`src/rtl/des_pkg.sv`:
```
// des_pkg: DES tables, decrypt key-shift schedule and FSM state type.
// Permutation helpers use DES numbering: bit 1 is the MSB.
package des_pkg;

  typedef enum logic [1:0] {
    IDLE,
    READY,
    ROUND,
    OUT
  } state_t;

  localparam int IP_T [64] = '{
    58, 50, 42, 34, 26, 18, 10, 2,
    60, 52, 44, 36, 28, 20, 12, 4,
    62, 54, 46, 38, 30, 22, 14, 6,
    64, 56, 48, 40, 32, 24, 16, 8,
    57, 49, 41, 33, 25, 17, 9, 1,
    59, 51, 43, 35, 27, 19, 11, 3,
    61, 53, 45, 37, 29, 21, 13, 5,
    63, 55, 47, 39, 31, 23, 15, 7
  };

  localparam int FP_T [64] = '{
    40, 8, 48, 16, 56, 24, 64, 32,
    39, 7, 47, 15, 55, 23, 63, 31,
    38, 6, 46, 14, 54, 22, 62, 30,
    37, 5, 45, 13, 53, 21, 61, 29,
    36, 4, 44, 12, 52, 20, 60, 28,
    35, 3, 43, 11, 51, 19, 59, 27,
    34, 2, 42, 10, 50, 18, 58, 26,
    33, 1, 41, 9, 49, 17, 57, 25
  };

  localparam int E_T [48] = '{
    32, 1, 2, 3, 4, 5,
    4, 5, 6, 7, 8, 9,
    8, 9, 10, 11, 12, 13,
    12, 13, 14, 15, 16, 17,
    16, 17, 18, 19, 20, 21,
    20, 21, 22, 23, 24, 25,
    24, 25, 26, 27, 28, 29,
    28, 29, 30, 31, 32, 1
  };

  localparam int P_T [32] = '{
    16, 7, 20, 21, 29, 12, 28, 17,
    1, 15, 23, 26, 5, 18, 31, 10,
    2, 8, 24, 14, 32, 27, 3, 9,
    19, 13, 30, 6, 22, 11, 4, 25
  };

  localparam int PC1_T [56] = '{
    57, 49, 41, 33, 25, 17, 9,
    1, 58, 50, 42, 34, 26, 18,
    10, 2, 59, 51, 43, 35, 27,
    19, 11, 3, 60, 52, 44, 36,
    63, 55, 47, 39, 31, 23, 15,
    7, 62, 54, 46, 38, 30, 22,
    14, 6, 61, 53, 45, 37, 29,
    21, 13, 5, 28, 20, 12, 4
  };

  localparam int PC2_T [48] = '{
    14, 17, 11, 24, 1, 5,
    3, 28, 15, 6, 21, 10,
    23, 19, 12, 4, 26, 8,
    16, 7, 27, 20, 13, 2,
    41, 52, 31, 37, 47, 55,
    30, 40, 51, 45, 33, 48,
    44, 49, 39, 56, 34, 53,
    46, 42, 50, 36, 29, 32
  };

  // Index = {row(b1,b6), col(b2..b5)}.
  localparam logic [3:0] SBOX [8][64] = '{
    '{14, 4, 13, 1, 2, 15, 11, 8, 3, 10, 6, 12, 5, 9, 0, 7,
      0, 15, 7, 4, 14, 2, 13, 1, 10, 6, 12, 11, 9, 5, 3, 8,
      4, 1, 14, 8, 13, 6, 2, 11, 15, 12, 9, 7, 3, 10, 5, 0,
      15, 12, 8, 2, 4, 9, 1, 7, 5, 11, 3, 14, 10, 0, 6, 13},
    '{15, 1, 8, 14, 6, 11, 3, 4, 9, 7, 2, 13, 12, 0, 5, 10,
      3, 13, 4, 7, 15, 2, 8, 14, 12, 0, 1, 10, 6, 9, 11, 5,
      0, 14, 7, 11, 10, 4, 13, 1, 5, 8, 12, 6, 9, 3, 2, 15,
      13, 8, 10, 1, 3, 15, 4, 2, 11, 6, 7, 12, 0, 5, 14, 9},
    '{10, 0, 9, 14, 6, 3, 15, 5, 1, 13, 12, 7, 11, 4, 2, 8,
      13, 7, 0, 9, 3, 4, 6, 10, 2, 8, 5, 14, 12, 11, 15, 1,
      13, 6, 4, 9, 8, 15, 3, 0, 11, 1, 2, 12, 5, 10, 14, 7,
      1, 10, 13, 0, 6, 9, 8, 7, 4, 15, 14, 3, 11, 5, 2, 12},
    '{7, 13, 14, 3, 0, 6, 9, 10, 1, 2, 8, 5, 11, 12, 4, 15,
      13, 8, 11, 5, 6, 15, 0, 3, 4, 7, 2, 12, 1, 10, 14, 9,
      10, 6, 9, 0, 12, 11, 7, 13, 15, 1, 3, 14, 5, 2, 8, 4,
      3, 15, 0, 6, 10, 1, 13, 8, 9, 4, 5, 11, 12, 7, 2, 14},
    '{2, 12, 4, 1, 7, 10, 11, 6, 8, 5, 3, 15, 13, 0, 14, 9,
      14, 11, 2, 12, 4, 7, 13, 1, 5, 0, 15, 10, 3, 9, 8, 6,
      4, 2, 1, 11, 10, 13, 7, 8, 15, 9, 12, 5, 6, 3, 0, 14,
      11, 8, 12, 7, 1, 14, 2, 13, 6, 15, 0, 9, 10, 4, 5, 3},
    '{12, 1, 10, 15, 9, 2, 6, 8, 0, 13, 3, 4, 14, 7, 5, 11,
      10, 15, 4, 2, 7, 12, 9, 5, 6, 1, 13, 14, 0, 11, 3, 8,
      9, 14, 15, 5, 2, 8, 12, 3, 7, 0, 4, 10, 1, 13, 11, 6,
      4, 3, 2, 12, 9, 5, 15, 10, 11, 14, 1, 7, 6, 0, 8, 13},
    '{4, 11, 2, 14, 15, 0, 8, 13, 3, 12, 9, 7, 5, 10, 6, 1,
      13, 0, 11, 7, 4, 9, 1, 10, 14, 3, 5, 12, 2, 15, 8, 6,
      1, 4, 11, 13, 12, 3, 7, 14, 10, 15, 6, 8, 0, 5, 9, 2,
      6, 11, 13, 8, 1, 4, 10, 7, 9, 5, 0, 15, 14, 2, 3, 12},
    '{13, 2, 8, 4, 6, 15, 11, 1, 10, 9, 3, 14, 5, 0, 12, 7,
      1, 15, 13, 8, 10, 3, 7, 4, 12, 5, 6, 11, 0, 14, 9, 2,
      7, 11, 4, 1, 9, 12, 14, 2, 0, 6, 10, 13, 15, 3, 5, 8,
      2, 1, 14, 7, 4, 10, 8, 13, 15, 12, 9, 0, 3, 5, 6, 11}
  };

  // Right-rotate applied to C/D before decrypt round n (1..16).
  // Walks the encrypt schedule backwards; C16 == C0.
  localparam logic [1:0] DEC_SHIFT [16] = '{
    2'd0, 2'd1, 2'd2, 2'd2, 2'd2, 2'd2, 2'd2, 2'd2,
    2'd1, 2'd2, 2'd2, 2'd2, 2'd2, 2'd2, 2'd2, 2'd1
  };

  function automatic logic [1:0] dec_shift(input int n);
    return DEC_SHIFT[n % 16];
  endfunction

  function automatic logic [63:0] ip_f(input logic [63:0] x);
    logic [63:0] y;
    for (int i = 0; i < 64; i++) y[63-i] = x[64-IP_T[i]];
    return y;
  endfunction

  function automatic logic [63:0] fp_f(input logic [63:0] x);
    logic [63:0] y;
    for (int i = 0; i < 64; i++) y[63-i] = x[64-FP_T[i]];
    return y;
  endfunction

  function automatic logic [47:0] e_f(input logic [31:0] x);
    logic [47:0] y;
    for (int i = 0; i < 48; i++) y[47-i] = x[32-E_T[i]];
    return y;
  endfunction

  function automatic logic [31:0] p_f(input logic [31:0] x);
    logic [31:0] y;
    for (int i = 0; i < 32; i++) y[31-i] = x[32-P_T[i]];
    return y;
  endfunction

  function automatic logic [55:0] pc1_f(input logic [63:0] x);
    logic [55:0] y;
    for (int i = 0; i < 56; i++) y[55-i] = x[64-PC1_T[i]];
    return y;
  endfunction

  function automatic logic [47:0] pc2_f(input logic [55:0] x);
    logic [47:0] y;
    for (int i = 0; i < 48; i++) y[47-i] = x[56-PC2_T[i]];
    return y;
  endfunction

  function automatic logic [31:0] sbox_f(input logic [47:0] x);
    logic [31:0] y;
    logic [5:0]  b;
    y = '0;
    for (int j = 0; j < 8; j++) begin
      b = x[47-6*j -: 6];
      y[31-4*j -: 4] = SBOX[j][{b[5], b[0], b[4:1]}];
    end
    return y;
  endfunction

endpackage

```
`src/rtl/des_round.sv`:
```
// des_round: one combinational DES decrypt round with on-the-fly subkey.
// Ports: l_i/r_i/c_i/d_i/shift_i in; l_o/r_o/c_o/d_o out.
module des_round
  import des_pkg::*;
(
  input  logic [31:0] l_i,
  input  logic [31:0] r_i,
  input  logic [27:0] c_i,
  input  logic [27:0] d_i,
  input  logic [1:0]  shift_i,
  output logic [31:0] l_o,
  output logic [31:0] r_o,
  output logic [27:0] c_o,
  output logic [27:0] d_o
);

  logic [47:0] subkey;
  logic [31:0] f_out;

  always_comb begin
    c_o = c_i;
    d_o = d_i;
    unique case (shift_i)
      2'd1: begin
        c_o = {c_i[0], c_i[27:1]};
        d_o = {d_i[0], d_i[27:1]};
      end
      2'd2: begin
        c_o = {c_i[1:0], c_i[27:2]};
        d_o = {d_i[1:0], d_i[27:2]};
      end
      default: ;
    endcase
  end

  assign subkey = pc2_f({c_o, d_o});
  assign f_out  = p_f(sbox_f(e_f(r_i) ^ subkey));
  assign l_o    = r_i;
  assign r_o    = l_i ^ f_out;

endmodule

```
`src/rtl/des_cbc_decrypt.sv`:
```
// des_cbc_decrypt: iterative DES decrypt with optional CBC chaining.
// Ports: clk, reset (sync, high), start/key/iv/cbc message setup,
// in_* ciphertext valid/ready, out_* plaintext valid/ready, busy.
// Macro DES_BLKCNT_EN adds blk_cnt[31:0] (delivered blocks since start).
module des_cbc_decrypt
  import des_pkg::*;
#(
  parameter int ROUNDS_PER_CYCLE = 1
) (
  input  logic        clk,
  input  logic        reset,
  input  logic        start,
  input  logic [63:0] key,
  input  logic [63:0] iv,
  input  logic        cbc,
  input  logic        in_valid,
  output logic        in_ready,
  input  logic [63:0] in_data,
  output logic        out_valid,
  input  logic        out_ready,
  output logic [63:0] out_data,
  output logic        busy
`ifdef DES_BLKCNT_EN
  ,
  output logic [31:0] blk_cnt
`endif
);

  localparam int RPC       = ROUNDS_PER_CYCLE;
  localparam int ROUND_CYC = 16 / RPC;

  state_t      state_q, state_d;
  logic [63:0] key_q, key_d;
  logic [63:0] chain_q, chain_d;
  logic        cbc_q, cbc_d;
  logic [63:0] ct_q, ct_d;
  logic [31:0] l_q, l_d;
  logic [31:0] r_q, r_d;
  logic [27:0] c_q, c_d;
  logic [27:0] d_q, d_d;
  logic [4:0]  cnt_q, cnt_d;
  logic [63:0] out_q, out_d;
`ifdef DES_BLKCNT_EN
  logic [31:0] blk_q, blk_d;
`endif

  logic [31:0] l_w [RPC+1];
  logic [31:0] r_w [RPC+1];
  logic [27:0] c_w [RPC+1];
  logic [27:0] d_w [RPC+1];

  assign l_w[0] = l_q;
  assign r_w[0] = r_q;
  assign c_w[0] = c_q;
  assign d_w[0] = d_q;

  for (genvar k = 0; k < RPC; k++) begin : g_rnd
    des_round u_round (
      .l_i     (l_w[k]),
      .r_i     (r_w[k]),
      .c_i     (c_w[k]),
      .d_i     (d_w[k]),
      .shift_i (dec_shift(int'(cnt_q) * RPC + k)),
      .l_o     (l_w[k+1]),
      .r_o     (r_w[k+1]),
      .c_o     (c_w[k+1]),
      .d_o     (d_w[k+1])
    );
  end

  always_comb begin
    state_d = state_q;
    key_d   = key_q;
    chain_d = chain_q;
    cbc_d   = cbc_q;
    ct_d    = ct_q;
    l_d     = l_q;
    r_d     = r_q;
    c_d     = c_q;
    d_d     = d_q;
    cnt_d   = cnt_q;
    out_d   = out_q;
`ifdef DES_BLKCNT_EN
    blk_d   = blk_q;
`endif
    if (start) begin
      state_d = READY;
      key_d   = key;
      chain_d = iv;
      cbc_d   = cbc;
      cnt_d   = '0;
`ifdef DES_BLKCNT_EN
      blk_d   = '0;
`endif
    end else begin
      unique case (state_q)
        IDLE: ;
        READY: begin
          if (in_valid) begin
            ct_d       = in_data;
            {l_d, r_d} = ip_f(in_data);
            {c_d, d_d} = pc1_f(key_q);
            cnt_d      = '0;
            state_d    = ROUND;
          end
        end
        ROUND: begin
          // Extra cycle after the last round registers the output.
          if (cnt_q == 5'(ROUND_CYC)) begin
            out_d = fp_f({r_q, l_q})
                  ^ (cbc_q ? chain_q : 64'h0);
            state_d = OUT;
          end else begin
            l_d   = l_w[RPC];
            r_d   = r_w[RPC];
            c_d   = c_w[RPC];
            d_d   = d_w[RPC];
            cnt_d = cnt_q + 5'd1;
          end
        end
        OUT: begin
          if (out_ready) begin
            chain_d = ct_q;
            state_d = READY;
`ifdef DES_BLKCNT_EN
            blk_d   = blk_q + 32'd1;
`endif
          end
        end
        default: state_d = IDLE;
      endcase
    end
  end

  always_ff @(posedge clk) begin
    if (reset) begin
      state_q <= IDLE;
      key_q   <= '0;
      chain_q <= '0;
      cbc_q   <= 1'b0;
      ct_q    <= '0;
      l_q     <= '0;
      r_q     <= '0;
      c_q     <= '0;
      d_q     <= '0;
      cnt_q   <= '0;
      out_q   <= '0;
`ifdef DES_BLKCNT_EN
      blk_q   <= '0;
`endif
    end else begin
      state_q <= state_d;
      key_q   <= key_d;
      chain_q <= chain_d;
      cbc_q   <= cbc_d;
      ct_q    <= ct_d;
      l_q     <= l_d;
      r_q     <= r_d;
      c_q     <= c_d;
      d_q     <= d_d;
      cnt_q   <= cnt_d;
      out_q   <= out_d;
`ifdef DES_BLKCNT_EN
      blk_q   <= blk_d;
`endif
    end
  end

  assign in_ready  = (state_q == READY);
  assign out_valid = (state_q == OUT);
  assign busy      = (state_q == ROUND) | (state_q == OUT);
  assign out_data  = out_q;
`ifdef DES_BLKCNT_EN
  assign blk_cnt   = blk_q;
`endif

endmodule
```
`config.mk`:
```
export PLATFORM = sky130hd
export DESIGN_NAME = des_cbc_decrypt
export DESIGN_NICKNAME = d
export VERILOG_FILES = /design/src/rtl/des_pkg.sv /design/src/rtl/des_round.sv /design/src/rtl/des_cbc_decrypt.sv
export SDC_FILE = /design/constraint.sdc
export NUM_CORES = 1
export LEC_CHECK = 0
export ABC_CLOCK_PERIOD_IN_PS = 5200
export BUFFER_PORTS_ARGS = -buffer_cell sky130_fd_sc_hd__buf_2
export CAP_MARGIN = 10
export CORE_MARGIN = 4
export CORE_UTILIZATION = 55
export DETAILED_ROUTE_END_ITERATION = 8
export PLACE_DENSITY = 0.76
export SLEW_MARGIN = 25
export SYNTH_ARGS = -nofsm -noshare
export SYNTH_HDL_FRONTEND = slang
export SYNTH_SLANG_ARGS = --single-unit
```
`constraint.sdc`:
```
create_clock -name clk -period 5.2 [get_ports clk]
set_input_delay 0.52 -clock clk [delete_from_list [all_inputs] [get_ports clk]]
set_output_delay 0.52 -clock clk [all_outputs]
set_load 0.005 [all_outputs]
```
# Word level (Yosys, flattened, before mapping)
# Memories as Yosys holds them, arrays and structs flattened.
# Index checks and enable logic that the tools add are counted.
# word_totals
regBits	384
mem_count	9
elab_cells	119
romBits	2080
# memory_table
memory	depth	width	read_ports	rd_ports_with_merged_regs	wr	line_no	source
(name not given)	64	4	1	0	0	des_pkg.sv:163	y[31-4*j -: 4] = SBOX[j][{b[5], b[0], b[4:1]}];
(name not given)	64	4	1	0	0	des_pkg.sv:163	
(name not given)	64	4	1	0	0	des_pkg.sv:163	
(name not given)	64	4	1	0	0	des_pkg.sv:163	
(name not given)	64	4	1	0	0	des_pkg.sv:163	
(name not given)	64	4	1	0	0	des_pkg.sv:163	
+3 memories	--	--	--	--	--	--	
# classes
reduce_logical	14
n_eq_ne	14
muxes	44
addsub	1
order_cmp	9
bitwise_logic	14
# op_table
op	count
$mux 64	4
$pmux 28 s2	4
$mux 32	4
$pmux 32 s2	2
$mux 28	4
$mux 4	16
$xor 64x64->64	1
$ge 7x7->1 const B	8
$not 6->7	8
$xor 48x48->48	1
$ge 32x5->1 const B	1
$not 4->32	1
$xor 32x32->32	1
$reduce_and 4->1	3
$mux 2	5
$mux 5	2
$pmux 5 s2	1
$reduce_and 3->1	3
$eq 2x2->1 const B	3
$ne 2x2->1 const B	3
$ne 3x3->1 const B	2
$pmux 2 s3	1
$reduce_bool 2->1	3
$add 5x1->5 const B	1
other kinds (13)	14

# Longest topological paths before layout
# depth
word_depth	14
mapped_depth	22
depth_no_buf	20

# Modules after synthesis
# From an unflattened synthesis, not the netlist that was laid out.
# unflattened
hier_cells	2787
hier_area_um2	24678.7
# by_module_without_submodules
module	seq_area_each_um2	area_each_um2	cells_per_inst	instances
des_cbc_decrypt	7527.2	17276.6	1791	1
des_round	0.0	7402.1	996	1

# Worst setup path before layout
# OpenSTA, ideal clock, no wires.
# synth_timing
kind	reg2reg
from	register cnt_q[0]
to	register r_q[8]
t_arrival_ns	4.021
path_buffers	5
slack_ns	1.109
required_time_ns	5.130
stages_incl_launch_ff	22
path_cell_list	dfxtp_1 > inv_1 > ha_1 > a21oi_1 > nor2_1 > a31oi_1 > ha_1 > buf_6 > buf_6 > buf_6 > a221oi_2 > nor3_1 > or2_1 > buf_2 > ha_1 > clkbuf_1 > xnor2_1 > mux2_2 > a211o_1 > o41a_1 > mux2_1 > a21oi_1
# synth_between
elab_chain_cells	14
word_cells_on_any_way	18
classes_between	4 x eq/ne; 7 x mux; 4 x bitwise; 1 x reduce/logical; 2 x memory
# synth_rtl
element	line_no	source
start, declared	des_cbc_decrypt.sv:41	logic [4:0] cnt_q, cnt_d;
start signal, assigned	des_cbc_decrypt.sv:161	cnt_q <= cnt_d;
$not 4->32 (implied by the code)	des_pkg.sv:118	return DEC_SHIFT[n % 16];
$mem_v2 16x2	--	
$mux 2 (implied by the code) (2 in a row)	des_pkg.sv:118	
$eq 2x2->1 / $eq 2x1->1 (equally long branches)	des_round.sv:23	unique case (shift_i)
$pmux 28 s2	des_round.sv:23	
$xor 48x48->48	des_round.sv:37	assign f_out = p_f(sbox_f(e_f(r_i) ^ subkey));
$not 6->7 (implied by the code)	des_pkg.sv:163	
$mem_v2 64x4	--	
$mux 4 (implied by the code) (2 in a row)	des_pkg.sv:163	
$xor 32x32->32	des_round.sv:39	assign r_o = l_i ^ f_out;
$mux 32	des_cbc_decrypt.sv:109	if (cnt_q == 5'(ROUND_CYC)) begin
$pmux 32 s2	des_cbc_decrypt.sv:96	unique case (state_q)
end signal, assigned	des_cbc_decrypt.sv:158	r_q <= r_d;
end, declared	des_cbc_decrypt.sv:38	logic [31:0] r_q, r_d;
# Several ways; a longest one is shown, not always the timed one. The select of a mux whose other input is x is not followed.
# A chain may end at the register's enable or synchronous reset.

# Worst setup path after layout
# layout_timing
from	register cnt_q[0]
to	register r_q[29]
# Same word-level chain as after synthesis.

==> impl_metrics.json <==
{
  "clkPwrFrac_pct": 30.0,
  "synth_largest_area_cell": "dfxtp_1",
  "cp-start-kind": "register",
  "cts_root_buffer": "clkbuf_16",
  "num_vias": 21404,
  "fin_nets": 3145,
  "yosysTopAreaCellShare_pct": 33.3,
  "initialDrtViolationCount": 2338,
  "detail-route-antenna-nets": 0,
  "worst_slew_pin_slew_ns": 1.08,
  "p_int_uw": 6360,
  "maxSlewViolCount": 0,
  "fillCellCount": 3478,
  "p_switching_uw": 3650,
  "period_minus_slack_ns": 4.85,
  "cts_sinks": 376,
  "cp.required_ns": 5.62,
  "clockBufferDepth": 3,
  "vdd_drop_max_uv": 262,
  "port_buffers": 256,
  "die_h_um": 211,
  "grt_pass1_wl_um": 111000,
  "rsz0062_at_grt": "false",
  "worstSetupPathType": "reg -> reg",
  "yosysWarnings": 0,
  "yosys.cell_types.count": 92,
  "relSlewSlack_pct": 27.0,
  "stdcell_count": 3441,
  "synth_area_leaders": "dfxtp_1 33%, mux2i_1 8.3%, a211oi_1 7.8%, nor2_1 6.2%, nand2_1 4.6%",
  "grt_use_total_pct": 30.6,
  "endpoint_kind": "register",
  "grt_pass1_vias": 19957,
  "arrival_ns": 5.27,
  "die-area_um2": 44500,
  "crit_start": "cnt_q[0]",
  "syn-cell-area_um2": 22600,
  "initial_utilization_pct": 55.6,
  "drc": 0,
  "syn_avg_cell_area_um2": 8.28,
  "max_cap_viol_count": 0,
  "grt.overflow.total": 0,
  "p_leak_uw": 0.0101,
  "setup_viol_count_final": 0,
  "syn_nets": 3005,
  "grt_max_degree": 179,
  "cts.clk_slew.worst_paths_ns": 0.06,
  "drive_gt1_share_pct": 17.5,
  "syn_to_final_growth_pct": 13.4,
  "place_hpwl_um": 50800,
  "p_seq_share_pct": 32.9,
  "setup_tns_ns": 0,
  "synth_top_flop_cell": "dfxtp_1",
  "post-route-period-util_pct": 93.3,
  "hold_viol_final": 0,
  "swShare_pct": 36.5,
  "h-tree-depth": 2,
  "ys_ff_latch": 376,
  "antenna_found_initial": 3,
  "drt_first_pass_iters": 5,
  "wirelength_um": 71100,
  "tritoncts": "done",
  "wl_per_cell_um": 20.7,
  "status": "complete, no violations",
  "hold_path_class": "in -> reg",
  "reg2reg_from": "cnt_q[0]",
  "async_reset_ff_share_pct": 0,
  "p_per_area_nw_per_um2": 390,
  "cts_setup_buffers": 0,
  "io_pins": 265,
  "synth.most_common_cell": "dfxtp_1",
  "clkLatencyLatePin_ns": 0.57,
  "dp_cells": 3363,
  "max_freq_mhz": 206,
  "cts_buffers": 40,
  "core-area_um2": 40700,
  "synth_seq_area_share_pct": 33.3,
  "ys_top_cells_by_count": "376 x dfxtp_1, 373 x nor2_1, 277 x nand2_1, 234 x a211oi_1, 188 x mux2i_1",
  "path_max_fanout": 24,
  "routed_via_density": 6.22,
  "place_congestion": 0.921,
  "clock_skew_ns": 0.0205,
  "hold_start": "key[39]",
  "combinationalPowerShare_pct": 37.1,
  "rows": 74,
  "syn_inst": 2733,
  "synth_edf_count": 0,
  "die_w_um": 211
}
==> stage by stage <==
| stage | setup slack [ns] | hold slack [ns] | area [um^2] | utilization, % | power [uW] |
|---|---|---|---|---|---|
| 5_1_grt | 0.0399 | 0.188 | 25700 | 63.0 | 10500 |
| 3_5_place_dp | 0.429 | 0.446 | 24300 | 59.5 | 6970 |
| 6_report | 0.349 | 0.192 | 25700 | 63.0 | 10000 |
| 2_1_floorplan | 1.11 | 0.436 | 22600 | - | 5950 |
| 3_3_place_gp | 0.587 | 0.441 | 24200 | 59.5 | 6890 |
| 4_1_cts | 0.397 | 0.183 | 25600 | 62.9 | 9950 |
==> sequential cells by signal (all words and copies together), names as in the netlist, 5 cells and up <==
name / flops
c_q: 28
chain_q: 64
cnt_q: 5
ct_q: 64
d_q: 28
key_q: 56
l_q: 32
out_data: 64
r_q: 32
==> critical path, stage by stage, from the launching register on <==
cell and delay (ns):
dfxtp_1 0.43, inv_1 0.10, ha_1 0.21, a21oi_1 0.14, nor2_1 0.05, a31oi_1 0.33
inv_1 0.09, ha_2 0.39, buf_12 0.24, a221o_1 0.34, o21ai_1 0.18, xnor2_1 0.35
inv_1 0.23, ha_1 0.30, mux4_2 0.46, o22a_1 0.22, o211ai_1 0.35, xor2_1 0.19
o22ai_1 0.09
==> final timing paths <==
kind	end	slack (ns)	cells past startpoint
setup / recovery	r_q[29]	0.35	18
hold / removal	key_q[39]	0.19	3
setup reg to reg	r_q[29]	0.35	18
hold reg to reg	ct_q[24]	0.45	2
==> timing repair <==
item / 4_1_cts / 5_1_grt
setup endpoints to repair: 0 / 1
hold buffers: 0 / 0
gates resized for setup: 0 / 2
hold endpoints to repair: 0 / 0
==> cells by family after synthesis <==
group | after synthesis | synth area share [%]
XOR/XNOR | 166 | 7.15
AND/OR/NAND/NOR | 852 | 16.3
multiplexers | 213 | 10.5
adder cells (fa/ha/maj) | 74 | 4.09
flip-flops | 376 | 33.3
AO/OA/AOI/OAI | 772 | 23.5
buffers and inverters | 280 | 5.25
==> power by group through the flow <==
stage | combinational, uW | clock, uW | sequential, uW
final | 3720 | 3000 | 3300
after global routing | 4040 | 3150 | 3310
after CTS | 3650 | 3020 | 3290
after detailed placement | 3620 | 0 | 3350
after global placement | 3550 | 0 | 3340
after floorplan | 2720 | 0 | 3230
==> layer usage <==
| metal | vias to the layer above | track usage [%] | part of all wire [%] |
|---|---|---|---|
| li1 | 10155 | - | - |
| met4 | 0 | 12.5 | 4.4 |
| met1 | 10142 | 43.0 | 43 |
| met5 | - | 0 | 0 |
| met3 | 159 | 4.16 | 7.6 |
| met2 | 948 | 47.9 | 45 |
==> cells in the final DEF (no fill, tap or decap), types with 13 or more instances in the layout <==
cell       count
buf_4         71
or3_1         15
o21ai_2       13
xnor2_2       13
o21a_1        13
nand2_1      277
mux4_2        19
a211oi_1     234
buf_2        254
clkbuf_16     41
o21ai_1       38
nand3_1       35
a31oi_1       30
a21oi_1      185
and3_1        13
ha_1          71
dfxtp_1      375
o211ai_1      24
mux2i_1      188
inv_1         33
xnor2_1       47
a22oi_1       15
and4_1        17
nor2_1       371
nor2b_1       16
inv_2         13
xor2_1        97
a221o_1       29
o21ai_0       71
nor3_1        55
==> layout make-up <==
class	count	area, um^2	area share (%)
Multi-Input combinational cell	2077	14000	54.5
Sequential cell	376	7530	29.3
Timing Repair Buffer	331	1910	7.44
Clock buffer	54	1130	4.42
Tap cell	532	666	2.59
Clock inverter	20	244	0.950
Inverter	47	178	0.692
Antenna cell	4	10.0	0.0390
(Power assumes the default switching activity.)
